**config.mk**
```make
export PLATFORM = sky130hd
export DESIGN_NAME = sci_master
export DESIGN_NICKNAME = d
export VERILOG_FILES = /design/src/rtl/sci_pkg.sv /design/src/rtl/sci_master_shifter.sv /design/src/rtl/sci_master.sv
export SDC_FILE = /design/constraint.sdc
export NUM_CORES = 1
export LEC_CHECK = 0
export BUFFER_PORTS_ARGS = -buffer_cell sky130_fd_sc_hd__buf_2
export CAP_MARGIN = 20
export CELL_PAD_IN_SITES_DETAIL_PLACEMENT = 0
export CELL_PAD_IN_SITES_GLOBAL_PLACEMENT = 1
export CORE_MARGIN = 3
export CORE_UTILIZATION = 42
export DETAILED_ROUTE_END_ITERATION = 8
export GPL_TIMING_DRIVEN = 0
export PLACE_DENSITY_LB_ADDON = 0.1
export SYNTH_ARGS = -nofsm -noshare
export SYNTH_HDL_FRONTEND = slang
export SYNTH_HIERARCHICAL = 1
export SYNTH_SLANG_ARGS = --single-unit
```
**constraint.sdc**
```tcl
create_clock -name clk_i -period 2.62 [get_ports clk_i]
set_input_delay 0.393 -clock clk_i [delete_from_list [all_inputs] [get_ports clk_i]]
set_output_delay 0.393 -clock clk_i [all_outputs]
set_load 0.02 [all_outputs]
```
**src/rtl/sci_pkg.sv**
```systemverilog
// Shared SCI definitions: FSM encodings for master and slave,
// line polarities, command encoding and the minimum CSN gap.
package sci_pkg;

   localparam logic SCI_CSN_IDLE = 1'b1;
   localparam logic SCI_WRITE    = 1'b1;
   localparam logic SCI_READ     = 1'b0;

   localparam int SCI_MIN_CSN_GAP = 2;

   // Master FSM encodings
   localparam logic [2:0] M_GAP   = 3'd0;
   localparam logic [2:0] M_IDLE  = 3'd1;
   localparam logic [2:0] M_CMD   = 3'd2;
   localparam logic [2:0] M_ADDR  = 3'd3;
   localparam logic [2:0] M_WDATA = 3'd4;
   localparam logic [2:0] M_WACK  = 3'd5;
   localparam logic [2:0] M_RDATA = 3'd6;
   localparam logic [2:0] M_DONE  = 3'd7;

   // Slave FSM encodings
   localparam logic [2:0] S_IDLE  = 3'd0;
   localparam logic [2:0] S_CMD   = 3'd1;
   localparam logic [2:0] S_ADDR  = 3'd2;
   localparam logic [2:0] S_WDATA = 3'd3;
   localparam logic [2:0] S_WAIT  = 3'd4;
   localparam logic [2:0] S_RDATA = 3'd5;
   localparam logic [2:0] S_DONE  = 3'd6;

   function automatic int sci_max(input int a, input int b);
      return (a > b) ? a : b;
   endfunction

endpackage

```
**src/rtl/sci_master_shifter.sv**
```systemverilog
// SCI master datapath: PISO for {wnr, addr, wdata}, SIPO for read data,
// and one bit counter shared by the address, write and read phases.
// Ports: load_i/wnr_i/addr_i/wdata_i load the PISO, req_o is its MSB;
// cnt_clr_i/cnt_inc_i drive cnt_o; sample_i shifts resp_i into the SIPO,
// rd_next_o is the read word including the bit being sampled now.
module sci_master_shifter
   import sci_pkg::*;
#(
   parameter int ADDR_WIDTH = 8,
   parameter int DATA_WIDTH = 8
) (
   input  logic                  clk_i,
   input  logic                  rst_i,
   input  logic                  load_i,
   input  logic                  wnr_i,
   input  logic [ADDR_WIDTH-1:0] addr_i,
   input  logic [DATA_WIDTH-1:0] wdata_i,
   input  logic                  cnt_clr_i,
   input  logic                  cnt_inc_i,
   input  logic                  sample_i,
   input  logic                  resp_i,
   output logic                  req_o,
   output logic [$clog2(sci_max(ADDR_WIDTH, DATA_WIDTH)+1)-1:0] cnt_o,
   output logic [DATA_WIDTH-1:0] rd_next_o
);

   localparam int SW = 1 + ADDR_WIDTH + DATA_WIDTH;
   localparam int CW = $clog2(sci_max(ADDR_WIDTH, DATA_WIDTH) + 1);

   logic [SW-1:0]         sr_q, sr_d;
   logic [CW-1:0]         cnt_q, cnt_d;
   logic [DATA_WIDTH-2:0] rd_q, rd_d;

   assign rd_next_o = {rd_q, resp_i};
   assign req_o     = sr_q[SW-1];
   assign cnt_o     = cnt_q;

   // Reads load zero data so SCI_REQ idles low once the address is out.
   always_comb begin
      sr_d = {sr_q[SW-2:0], 1'b0};
      if (load_i) begin
         sr_d = {wnr_i, addr_i, wdata_i & {DATA_WIDTH{wnr_i == SCI_WRITE}}};
      end
      cnt_d = cnt_q;
      if (cnt_clr_i) begin
         cnt_d = '0;
      end else if (cnt_inc_i) begin
         cnt_d = cnt_q + 1'b1;
      end
      rd_d = sample_i ? rd_next_o[DATA_WIDTH-2:0] : rd_q;
   end

   always_ff @(posedge clk_i) begin
      if (rst_i) begin
         sr_q  <= '0;
         cnt_q <= '0;
         rd_q  <= '0;
      end else begin
         sr_q  <= sr_d;
         cnt_q <= cnt_d;
         rd_q  <= rd_d;
      end
   end

endmodule

```
**src/rtl/sci_master.sv**
```systemverilog
// SCI master: serialises host read/write commands onto SCI_CSN/SCI_REQ
// and collects read data from SCI_RESP/SCI_ACK, with an ACK timeout.
// Ports: cmd_* host command handshake, rsp_* completion pulse/data/error,
// sci_* serial lines to the slave. All outputs are registered.
module sci_master
   import sci_pkg::*;
#(
   parameter int ADDR_WIDTH     = 8,
   parameter int DATA_WIDTH     = 8,
   parameter int TIMEOUT_CYCLES = 256,
   parameter int CSN_GAP        = SCI_MIN_CSN_GAP
) (
   input  logic                  clk_i,
   input  logic                  rst_i,
   input  logic                  cmd_valid_i,
   output logic                  cmd_ready_o,
   input  logic                  cmd_wnr_i,
   input  logic [ADDR_WIDTH-1:0] cmd_addr_i,
   input  logic [DATA_WIDTH-1:0] cmd_wdata_i,
   output logic                  rsp_valid_o,
   output logic [DATA_WIDTH-1:0] rsp_rdata_o,
   output logic                  rsp_err_o,
   output logic                  sci_csn_o,
   output logic                  sci_req_o,
   input  logic                  sci_resp_i,
   input  logic                  sci_ack_i
);

   localparam int CW = $clog2(sci_max(ADDR_WIDTH, DATA_WIDTH) + 1);
   localparam int TW = $clog2(TIMEOUT_CYCLES + 1);
   localparam int GW = $clog2(CSN_GAP + 1);

   logic [2:0]            state_q, state_d;
   logic [GW-1:0]         gap_q, gap_d;
   logic [TW-1:0]         to_q, to_d;
   logic                  wnr_q, wnr_d;
   logic                  csn_q, csn_d;
   logic                  ready_q, ready_d;
   logic                  valid_q, valid_d;
   logic                  err_q, err_d;
   logic [DATA_WIDTH-1:0] rdata_q, rdata_d;

   logic                  accept;
   logic                  wait_st;
   logic                  to_hit;
   logic                  sample;
   logic [CW-1:0]         cnt;
   logic [DATA_WIDTH-1:0] rd_next;

   assign accept  = cmd_valid_i && ready_q;
   assign wait_st = (state_q == M_WACK) || (state_q == M_RDATA);
   assign to_hit  = (to_q == TW'(TIMEOUT_CYCLES - 1));
   assign sample  = (state_q == M_RDATA) && sci_ack_i;

   // Any ACK restarts the timeout window; outside the wait states it idles.
   assign to_d = (wait_st && !sci_ack_i) ? to_q + 1'b1 : '0;

   sci_master_shifter #(
      .ADDR_WIDTH(ADDR_WIDTH),
      .DATA_WIDTH(DATA_WIDTH)
   ) u_shifter (
      .clk_i     (clk_i),
      .rst_i     (rst_i),
      .load_i    (accept),
      .wnr_i     (cmd_wnr_i),
      .addr_i    (cmd_addr_i),
      .wdata_i   (cmd_wdata_i),
      .cnt_clr_i (state_d != state_q),
      .cnt_inc_i ((state_q == M_ADDR) || (state_q == M_WDATA) || sample),
      .sample_i  (sample),
      .resp_i    (sci_resp_i),
      .req_o     (sci_req_o),
      .cnt_o     (cnt),
      .rd_next_o (rd_next)
   );

   always_comb begin
      state_d = state_q;
      gap_d   = gap_q;
      wnr_d   = wnr_q;
      err_d   = err_q;
      rdata_d = rdata_q;
      unique case (state_q)
         M_GAP: begin
            gap_d = gap_q + 1'b1;
            if (gap_q == GW'(CSN_GAP - 1)) begin
               state_d = M_IDLE;
               gap_d   = '0;
            end
         end
         M_IDLE: begin
            if (accept) begin
               state_d = M_CMD;
               wnr_d   = cmd_wnr_i;
            end
         end
         M_CMD: state_d = M_ADDR;
         M_ADDR: begin
            if (cnt == CW'(ADDR_WIDTH - 1)) begin
               state_d = (wnr_q == SCI_WRITE) ? M_WDATA : M_RDATA;
            end
         end
         M_WDATA: begin
            if (cnt == CW'(DATA_WIDTH - 1)) state_d = M_WACK;
         end
         M_WACK: begin
            if (sci_ack_i) begin
               state_d = M_DONE;
               err_d   = 1'b0;
            end else if (to_hit) begin
               state_d = M_DONE;
               err_d   = 1'b1;
            end
         end
         M_RDATA: begin
            if (sci_ack_i && (cnt == CW'(DATA_WIDTH - 1))) begin
               state_d = M_DONE;
               err_d   = 1'b0;
               rdata_d = rd_next;
            end else if (!sci_ack_i && to_hit) begin
               state_d = M_DONE;
               err_d   = 1'b1;
            end
         end
         M_DONE: begin
            state_d = M_GAP;
            gap_d   = '0;
         end
         default: begin
            state_d = M_GAP;
            gap_d   = '0;
         end
      endcase
   end

   // Outputs are decoded from the next state so they line up with state_q.
   always_comb begin
      csn_d   = ((state_d == M_GAP) || (state_d == M_IDLE)) ?
                SCI_CSN_IDLE : ~SCI_CSN_IDLE;
      ready_d = (state_d == M_IDLE);
      valid_d = (state_d == M_DONE);
   end

   always_ff @(posedge clk_i) begin
      if (rst_i) begin
         state_q <= M_GAP;
         gap_q   <= '0;
         to_q    <= '0;
         wnr_q   <= SCI_READ;
         csn_q   <= SCI_CSN_IDLE;
         ready_q <= 1'b0;
         valid_q <= 1'b0;
         err_q   <= 1'b0;
         rdata_q <= '0;
      end else begin
         state_q <= state_d;
         gap_q   <= gap_d;
         to_q    <= to_d;
         wnr_q   <= wnr_d;
         csn_q   <= csn_d;
         ready_q <= ready_d;
         valid_q <= valid_d;
         err_q   <= err_d;
         rdata_q <= rdata_d;
      end
   end

   assign cmd_ready_o = ready_q;
   assign rsp_valid_o = valid_q;
   assign rsp_err_o   = err_q;
   assign rsp_rdata_o = rdata_q;
   assign sci_csn_o   = csn_q;

endmodule

```
==> summary.txt, run 1 <==
Worst setup path
  • Worst Setup Path Type: reg -> reg
  • CP required: 2820 ps
  • Worst Setup Start Kind: register
  • WP data arrival: 2450 ps
  • CP max FO: 4
  • Worst setup EP type: register

Cells and area
  • Layout cells sized above 1: 0.209
  • Most frequent cells in the layout: 55 x dfxtp_1, 40 x nor2_1, 38 x buf_2
  • Area grow syn2layout: 16.1%
  • Diode count: 0
  • Most common cell after layout, fill and taps aside: dfxtp_1
  • Multi-input gate area: 0.00105 mm2
  • Nets: 302
  • Reg area: 0.00110 mm2
  • # fillers: 522
  • Final core utilization: 0.509

Yosys
  • Net count after synthesis: 262
  • Post-Synthesis Cells: 237
  • Async SR Flop Fraction: 0
  • Post-synth cell types: 44
  • Synth warn: 6
  • Register area share after synthesis: 0.488
  • Post-Synthesis Cell Area: 0.00225 mm2
  • Number of synthesized register bits: 55
  • Number of synthesized flops with an enable pin: 0
  • Most common flop cell mapped by yosys: dfxtp_1
  • Syn_area_per_cell: 9.51 um2

STA
  • Final period utilization: 0.860
  • Worst Skew: 9.52 ps
  • Final hold vios: 0
  • Slew headroom: 0.581
  • Period minus WS final: 2250 ps
  • Fin. max-slew vios: 0
  • Final setup fails: 0
  • Fmax achieved: 0.444 GHz
  • Setup TNS: 0 ps
  • Tightest Pin Transition: 625 ps
  • RSZ-0062 raised after global routing: false
  • Hold Worst Slack: 307 ps

Route
  • DRT Pass-1 Iters: 4
  • DR vias: 1712
  • ANT nets after route: 0
  • Met1 wire length: 2.20 mm
  • DR WL/cell: 12.5 um
  • Residual DRC: 0
  • Initial detailed-routing violation count: 199
  • Top Metal Used: met4
  • Detailed Route WL: 4.35 mm
  • Met2 wire length: 1.83 mm
  • DR WL met3: 249 um
  • Vias/cell: 4.92

Clock tree
  • CTS-repair resized insts: 0
  • Worst-Skew Late Latency: 310 ps
  • Hold buffers post-CTS: 0
  • H-tree Lvls: 2
  • Sink Count: 55
  • CTS tree: done
  • CTS max path bufs: 2
  • Setup bufs post-CTS: 0
  • Num CTS Buffers: 5
  • Clk pin slew, worst setup/hold paths: 100 ps
  • CTS Root Cell: clkbuf_8

Worst hold path
  • Hold crit path type: in -> reg

Floorplanning
  • Row count: 26
  • Starting Density: 0.439
  • Die Wd: 79.3 um
  • Die H: 79.3 um
  • Core Area: 0.00514 mm2
  • # IOs: 35
  • Die Area: 0.00628 mm2

Place
  • Global placement routability congestion: 0.763
  • HPWL after DPL: 3.07 mm
  • I/O Buffers: 33

GRT
  • Vias in the first global route: 1604
  • First-pass GRT wire length: 7.51 mm
  • Largest net degree at the start of global routing: 18
  • GRT Residual Overflow: 0
  • Antenna violations before repair: 0
  • GRT Total Usage: 0.153

Pwr
  • PwrDens: 624 mW/mm2
  • Max VDD drop: 298 uV
  • Leakage: 1.03 nW

Run status
  • Status: completed

Job
  • Max-cap violations: 0
stage by stage:
stage	std cells	setup slack (ps)	cell area [um2]	total power, W
2_1_floorplan	237	651	2250	0.00103
3_3_place_gp	340	370	2510	0.00109
3_5_place_dp	340	363	2510	0.00109
4_1_cts	348	338	2620	0.00165
5_1_grt	348	138	2620	0.00172
6_report	348	368	2620	0.00163
critical path: stages, from the launching register on:
cell,delay [ps]
dfxtp_1,360
ha_1,240
nand3_1,90
nor2_1,110
ha_1,180
nor3_1,80
o311ai_4,260
nand2_1,170
o211ai_1,290
nor3b_1,80
mux2_1,290
power breakdown:
group	internal (W)	switching, W
registers	0.000861	0.0000139
clock network	0.000289	0.000278
logic	0.0000800	0.000111
final timing paths:
kind                                         start                               to  slack [ps]  cells after the start
worst max-delay path            to_q[0]$_SDFF_PP0_  u_shifter/cnt_o[3]$_SDFFE_PP0P_         370                     10
worst min-delay path                 cmd_addr_i[1]     u_shifter/sr_q[9]$_SDFF_PP0_         310                      3
worst max register to register  to_q[0]$_SDFF_PP0_  u_shifter/cnt_o[3]$_SDFFE_PP0P_         370                     10
worst min register to register  to_q[0]$_SDFF_PP0_               to_q[0]$_SDFF_PP0_         450                      1
metal layers:
layer | up-vias | track usage
li1 | 891 | -
met1 | 781 | 0.211
met2 | 33 | 0.226
met3 | 7 | 0.0442
met4 | 0 | 0.0567
met5 | - | 0
cells in the mapped netlist (2+ instances only):
cell type | instances | area, um2
mux2i_1 | 25 | 250
nand2b_1 | 10 | 62.6
o21ai_0 | 4 | 20.0
inv_1 | 4 | 15.0
xor2_1 | 3 | 26.3
nand2_1 | 10 | 37.5
nand4_1 | 2 | 12.5
nor3b_1 | 2 | 15.0
buf_4 | 5 | 37.5
or3_1 | 2 | 12.5
o21ai_1 | 2 | 10.0
dfxtp_1 | 55 | 1100
a21o_1 | 2 | 15.0
o211ai_1 | 2 | 15.0
nor3_1 | 4 | 20.0
nand3_1 | 16 | 80.1
a21oi_1 | 13 | 65.1
buf_2 | 5 | 25.0
xnor2_1 | 2 | 17.5
ha_1 | 3 | 37.5
clkbuf_1 | 3 | 11.3
nor2_1 | 40 | 150
nand3b_1 | 2 | 15.0
cell families after synthesis:
group / share of synthesized area
and+or+nand+nor: 0.222
DFF: 0.488
AOI/OAI and AO/OA: 0.0905
muxes: 0.116
buffers and inverters: 0.0472
xor gates and xnor gates: 0.0194
adders and majority gates: 0.0166
area by class of cell:
cell class,count,area share
flip-flops and latches,55,0.420
multi-input cells,163,0.400
repair buffers,33,0.0631
well taps,70,0.0334
plain buffers,14,0.0325
clock buffers,6,0.0277
clock inverters,2,0.0148
inverters,5,0.00812
registers in the layout (all words and copies together) (netlist names):
name             cells
rsp_rdata_o          8
u_shifter/sr_q      17
rsp_err_o            1
gap_q                2
cmd_ready_o          1
u_shifter/rd_q       7
state_q              3
sci_csn_o            1
rsp_valid_o          1
u_shifter/cnt_o      4
to_q                 9
wnr_q                1
(Power assumes the default switching activity.)
==> run 2, diff against run 1 <==
--- a/config.mk
+++ b/config.mk
@@ -10,7 +10,7 @@
 export CELL_PAD_IN_SITES_DETAIL_PLACEMENT = 0
 export CELL_PAD_IN_SITES_GLOBAL_PLACEMENT = 1
 export CORE_MARGIN = 3
-export CORE_UTILIZATION = 42
+export CORE_UTILIZATION = 25
 export DETAILED_ROUTE_END_ITERATION = 8
 export GPL_TIMING_DRIVEN = 0
 export PLACE_DENSITY_LB_ADDON = 0.1
==> run 2 against run 1 <==
Net effect:
- sequential cell count stayed put
- die area grew 62%
- clock-buffer cell count down 1
- clock skew fell by 0.71 ps
- cell area grew 1.6%
- worst hold slack gained 17 ps
- first-iteration DRC count decreased by 79%
- utilization shrank 20 points
- via count fell by 0.82%
- sequential power barely moved
==> summary.txt, run 2 (synthesis gave the netlist of run 1 again) <==
Route
  • Initial detailed-routing violation count: 42
  • Detailed Route WL: 4.75 mm
  • ANT nets after route: 0
  • Residual DRC: 0
  • DR vias: 1698
  • DRT Pass-1 Iters: 4
  • Vias/cell: 4.41
  • DR WL/cell: 12.3 um

Floorplanning
  • Row count: 34
  • Starting Density: 0.259
  • Core Area: 0.00872 mm2
  • Die Wd: 101 um
  • # IOs: 35
  • Die H: 101 um
  • Die Area: 0.0102 mm2

Place
  • Global placement routability congestion: 0.747
  • Worst slack, placed: 313 ps
  • I/O Buffers: 33
  • HPWL after DPL: 3.51 mm

Cells and area
  • Nets: 302
  • Most common cell after layout, fill and taps aside: dfxtp_1
  • Final core utilization: 0.305
  • Area grow syn2layout: 18.0%
  • Diode count: 0
  • Most frequent cells in the layout: 55 x dfxtp_1, 40 x nor2_1, 38 x buf_2
  • Largest Register: u_shifter/sr_q
  • Max FFs per register: 17
  • Layout cells sized above 1: 0.209

Worst setup path
  • Worst Setup Start Kind: register
  • CP required: 2820 ps
  • Buf/Inv on CP: 0
  • CP top delay family: compound AO/OA/AOI/OAI gates
  • WP data arrival: 2510 ps
  • CP max FO: 4
  • Crit path cell chain: ha_1, nand3_1, nor2_1, ha_1, nor3_1, o311ai_4, nand2_1, o211ai_1, nor3b_1, mux2_1
  • Critical-path top delay cell: dfxtp_1
  • Most frequent CP cell: ha_1
  • Worst Setup Path Type: reg -> reg
  • Critical Path Max Stage Delay: 370 ps
  • Worst setup EP type: register

GRT
  • Antenna violations before repair: 0
  • GRT Total Usage: 0.0987
  • Vias in the first global route: 1614
  • First-pass GRT wire length: 7.96 mm
  • GRT Residual Overflow: 0
  • Largest net degree at the start of global routing: 17

STA
  • Setup TNS: 0 ps
  • Fin worst setup slack: 314 ps
  • Final period utilization: 0.880
  • Fin. max-slew vios: 0
  • Slew headroom: 0.539
  • Final hold vios: 0
  • RSZ-0062 raised after global routing: false
  • Fmax achieved: 0.434 GHz
  • Final setup fails: 0
  • Period minus WS final: 2310 ps
  • Hold Worst Slack: 324 ps
  • Tightest Pin Transition: 686 ps
  • Worst Skew: 8.81 ps

Clock tree
  • CTS Root Cell: clkbuf_8
  • CTS-repair resized insts: 0
  • Sink Count: 55
  • Hold buffers post-CTS: 0
  • Setup bufs post-CTS: 0
  • Num CTS Buffers: 5
  • CTS tree: done
  • Worst-Skew Late Latency: 300 ps
  • Clk pin slew, worst setup/hold paths: 100 ps
  • CTS max path bufs: 2
  • H-tree Lvls: 2

Pwr
  • Clock power share: 0.340
  • Max VDD drop: 282 uV
  • Leakage: 1.03 nW
  • NetSw: 0.000396 W
  • Register share of total power: 0.540
  • Sw frac: 0.245
  • PwrDens: 607 mW/mm2
  • Comb pwr share: 0.120
  • Int Pwr: 0.00122 W

Worst hold path
  • Hold crit path type: in -> reg

Job
  • Max-cap violations: 0

Run status
  • Status: completed
[run 2: layout make-up]
class / instances / area, um2
fill: 937 / 6060
sequential: 55 / 1100
multi-input combinational: 163 / 1050
timing repair buffer: 33 / 165
tap: 108 / 135
buffer: 14 / 85.1
clock buffer: 5 / 68.8
clock inverter: 2 / 37.5
inverter: 5 / 21.3
[run 2: power by group through the flow]
stage | logic (W) | clock network (W) | registers (W)
global route | 0.000217 | 0.000610 | 0.000878
detailed placement | 0.000196 | 0 | 0.000893
finish | 0.000194 | 0.000549 | 0.000873
CTS | 0.000196 | 0.000584 | 0.000874
floorplan | 0.000133 | 0 | 0.000898
global placement | 0.000201 | 0 | 0.000893
[run 2: worst paths after layout]
check / from / to / slack (ps) / cells after the start
worst max-delay path: to_q[0]$_SDFF_PP0_ / u_shifter/cnt_o[3]$_SDFFE_PP0P_ / 310 / 10
worst min-delay path: cmd_addr_i[0] / u_shifter/sr_q[8]$_SDFF_PP0_ / 320 / 3
worst max register to register: to_q[0]$_SDFF_PP0_ / u_shifter/cnt_o[3]$_SDFFE_PP0P_ / 310 / 10
worst min register to register: u_shifter/sr_q[3]$_SDFF_PP0_ / u_shifter/sr_q[4]$_SDFF_PP0_ / 450 / 2
[run 2: through the flow]
stage               power [W]  area, um2  std cells
finish                0.00162       2660        385
global route          0.00171       2660        385
CTS                   0.00165       2660        385
detailed placement    0.00109       2550        378
global placement      0.00109       2550        378
floorplan             0.00103       2250        237
[run 2: worst min-delay path, delay by kind of cell]
| family | cells | cell delay, ps |
|---|---|---|
| buffers and inverters | 1 | 70 |
| multiplexers | 1 | 60 |
| AND/OR/NAND/NOR | 1 | 70 |
[run 2: routing by layer]
metal  vias to the layer above  wire length, um  global-route usage
met2                        26             2020               0.142
met4                         0               36              0.0276
met3                         2              215              0.0332
met1                       777             2480               0.140
met5                         -                0                   0
li1                        893                -                   -
==> run 3, diff against run 2 <==
--- a/config.mk
+++ b/config.mk
@@ -11,6 +11,7 @@
 export CELL_PAD_IN_SITES_GLOBAL_PLACEMENT = 1
 export CORE_MARGIN = 3
 export CORE_UTILIZATION = 25
+export CTS_BUF_LIST = sky130_fd_sc_hd__clkbuf_16
 export DETAILED_ROUTE_END_ITERATION = 8
 export GPL_TIMING_DRIVEN = 0
 export PLACE_DENSITY_LB_ADDON = 0.1
==> run 3 against run 2 <==
Net effect:
- worst setup slack gained 4.7 ps
- clock power grew 33%
- critical path depth is the same
- largest cell class unchanged
==> summary.txt, run 3 (synthesis gave the netlist of run 1 again) <==
Run status
  • Status: completed

Floorplanning
  • Core Area: 0.00872 mm2
  • # IOs: 35
  • Die Wd: 101 um
  • Row count: 34
  • Starting Density: 0.259
  • Die H: 101 um
  • Die Area: 0.0102 mm2

Cells and area
  • Most common cell after layout, fill and taps aside: dfxtp_1
  • Max FFs per register: 17
  • Nets: 302
  • Most frequent cells in the layout: 55 x dfxtp_1, 40 x nor2_1, 38 x buf_2
  • Diode count: 0
  • Largest Register: u_shifter/sr_q
  • Layout cells sized above 1: 0.209
  • Area grow syn2layout: 20.5%

GRT
  • M3 GR Usage: 0.0249
  • GRT Total Usage: 0.0979
  • GR peak layer: met1
  • First-pass GRT wire length: 7.96 mm
  • Vias in the first global route: 1613
  • GRT Residual Overflow: 0
  • Met2 Usage GRT: 0.141
  • Largest net degree at the start of global routing: 17
  • Antenna violations before repair: 0
  • GR met1 Demand/Resource: 0.142

Worst setup path
  • WP data arrival: 2480 ps
  • CP max FO: 4
  • CP required: 2800 ps
  • Critical-path top delay cell: dfxtp_1
  • Most frequent CP cell: ha_1
  • Critical Path Max Stage Delay: 360 ps
  • Worst setup EP type: register
  • Worst Setup Path Type: reg -> reg
  • Worst Setup Start Kind: register
  • Crit path cell chain: ha_1, nand3_1, nor2_1, ha_1, nor3_1, o311ai_4, nand2_1, o211ai_1, nor3b_1, mux2_1
  • Reg2Reg Setup Slack: 320 ps

STA
  • Fmax achieved: 0.434 GHz
  • Slew headroom: 0.540
  • RSZ-0062 raised after global routing: false
  • Tightest Pin Transition: 686 ps
  • Final period utilization: 0.878
  • Final setup fails: 0
  • Setup TNS: 0 ps
  • Fin. max-slew vios: 0
  • Fin worst setup slack: 318 ps
  • Hold Worst Slack: 346 ps
  • Final hold vios: 0
  • Period minus WS final: 2300 ps
  • Worst Skew: 7.05 ps

Route
  • Residual DRC: 0
  • DR vias: 1704
  • DR WL/cell: 12.3 um
  • DRT Pass-1 Iters: 4
  • Initial detailed-routing violation count: 40
  • ANT nets after route: 0
  • Detailed Route WL: 4.74 mm
  • Vias/cell: 4.43

Clock tree
  • CTS Root Cell: clkbuf_16
  • Sink Count: 55
  • Setup bufs post-CTS: 0
  • H-tree Lvls: 2
  • Clk pin slew, worst setup/hold paths: 70 ps
  • CTS-repair resized insts: 0
  • CTS max path bufs: 2
  • CTS tree: done
  • Num CTS Buffers: 5
  • Hold buffers post-CTS: 0
  • Worst-Skew Late Latency: 290 ps

Place
  • I/O Buffers: 33
  • Global placement routability congestion: 0.747
  • Worst slack, placed: 313 ps
  • HPWL after DPL: 3.51 mm

Job
  • Max-cap violations: 0

Worst hold path
  • Hold crit path type: in -> reg

Pwr
  • Post-route total power: 0.00180 W
  • PwrDens: 662 mW/mm2
  • Max VDD drop: 254 uV
  • Leakage: 1.05 nW
[run 3: cell types whose count changed in the layout (fill, tap and decap cells not counted)]
| cell | change |
|---|---|
| clkbuf_16 | +5 |
| clkbuf_8 | -5 |
[run 3: layer usage]
| metal | vias up | share of wire |
|---|---|---|
| met5 | - | 0 |
| met4 | 0 | 0.0076 |
| met3 | 2 | 0.050 |
| met2 | 37 | 0.43 |
| met1 | 776 | 0.52 |
| li1 | 889 | - |
[run 3: worst paths after layout]
path | from | to | cells past startpoint
max | to_q[0]$_SDFF_PP0_ | u_shifter/cnt_o[3]$_SDFFE_PP0P_ | 10
min | cmd_addr_i[0] | u_shifter/sr_q[8]$_SDFF_PP0_ | 3
max reg2reg | to_q[0]$_SDFF_PP0_ | u_shifter/cnt_o[3]$_SDFFE_PP0P_ | 10
min reg2reg | u_shifter/sr_q[3]$_SDFF_PP0_ | u_shifter/sr_q[4]$_SDFF_PP0_ | 2
[run 3: final cells by class]
cell class,instances,area (um2)
well taps,108,135
repair buffers,33,165
multi-input cells,163,1050
inverters,5,21.3
flip-flops and latches,55,1100
clock inverters,2,37.5
plain buffers,14,85.1
fillers,934,6000
clock buffers,5,125
[run 3: critical path: cells and delay by family (launching register included)]
| kind | cells | cell delay [ps] |
|---|---|---|
| DFF | 1 | 360 |
| and+or+nand+nor | 5 | 540 |
| adders and majority gates | 2 | 430 |
| muxes | 1 | 290 |
| AOI/OAI and AO/OA | 2 | 570 |
[run 3: metrics by stage]
stage | instances | instance area [um2] | util
after floorplan | 237 | 2250 | -
after global placement | 378 | 2550 | 0.293
after detailed placement | 378 | 2550 | 0.293
after CTS | 385 | 2720 | 0.312
after global routing | 385 | 2720 | 0.312
final | 385 | 2720 | 0.312
[run 3: where the power goes]
| group | switching, W | internal (W) | leakage, nW |
|---|---|---|---|
| logic | 0.000114 | 0.0000801 | 0.534 |
| clock network | 0.000285 | 0.000446 | 0.0759 |
| registers | 0.0000131 | 0.000861 | 0.444 |
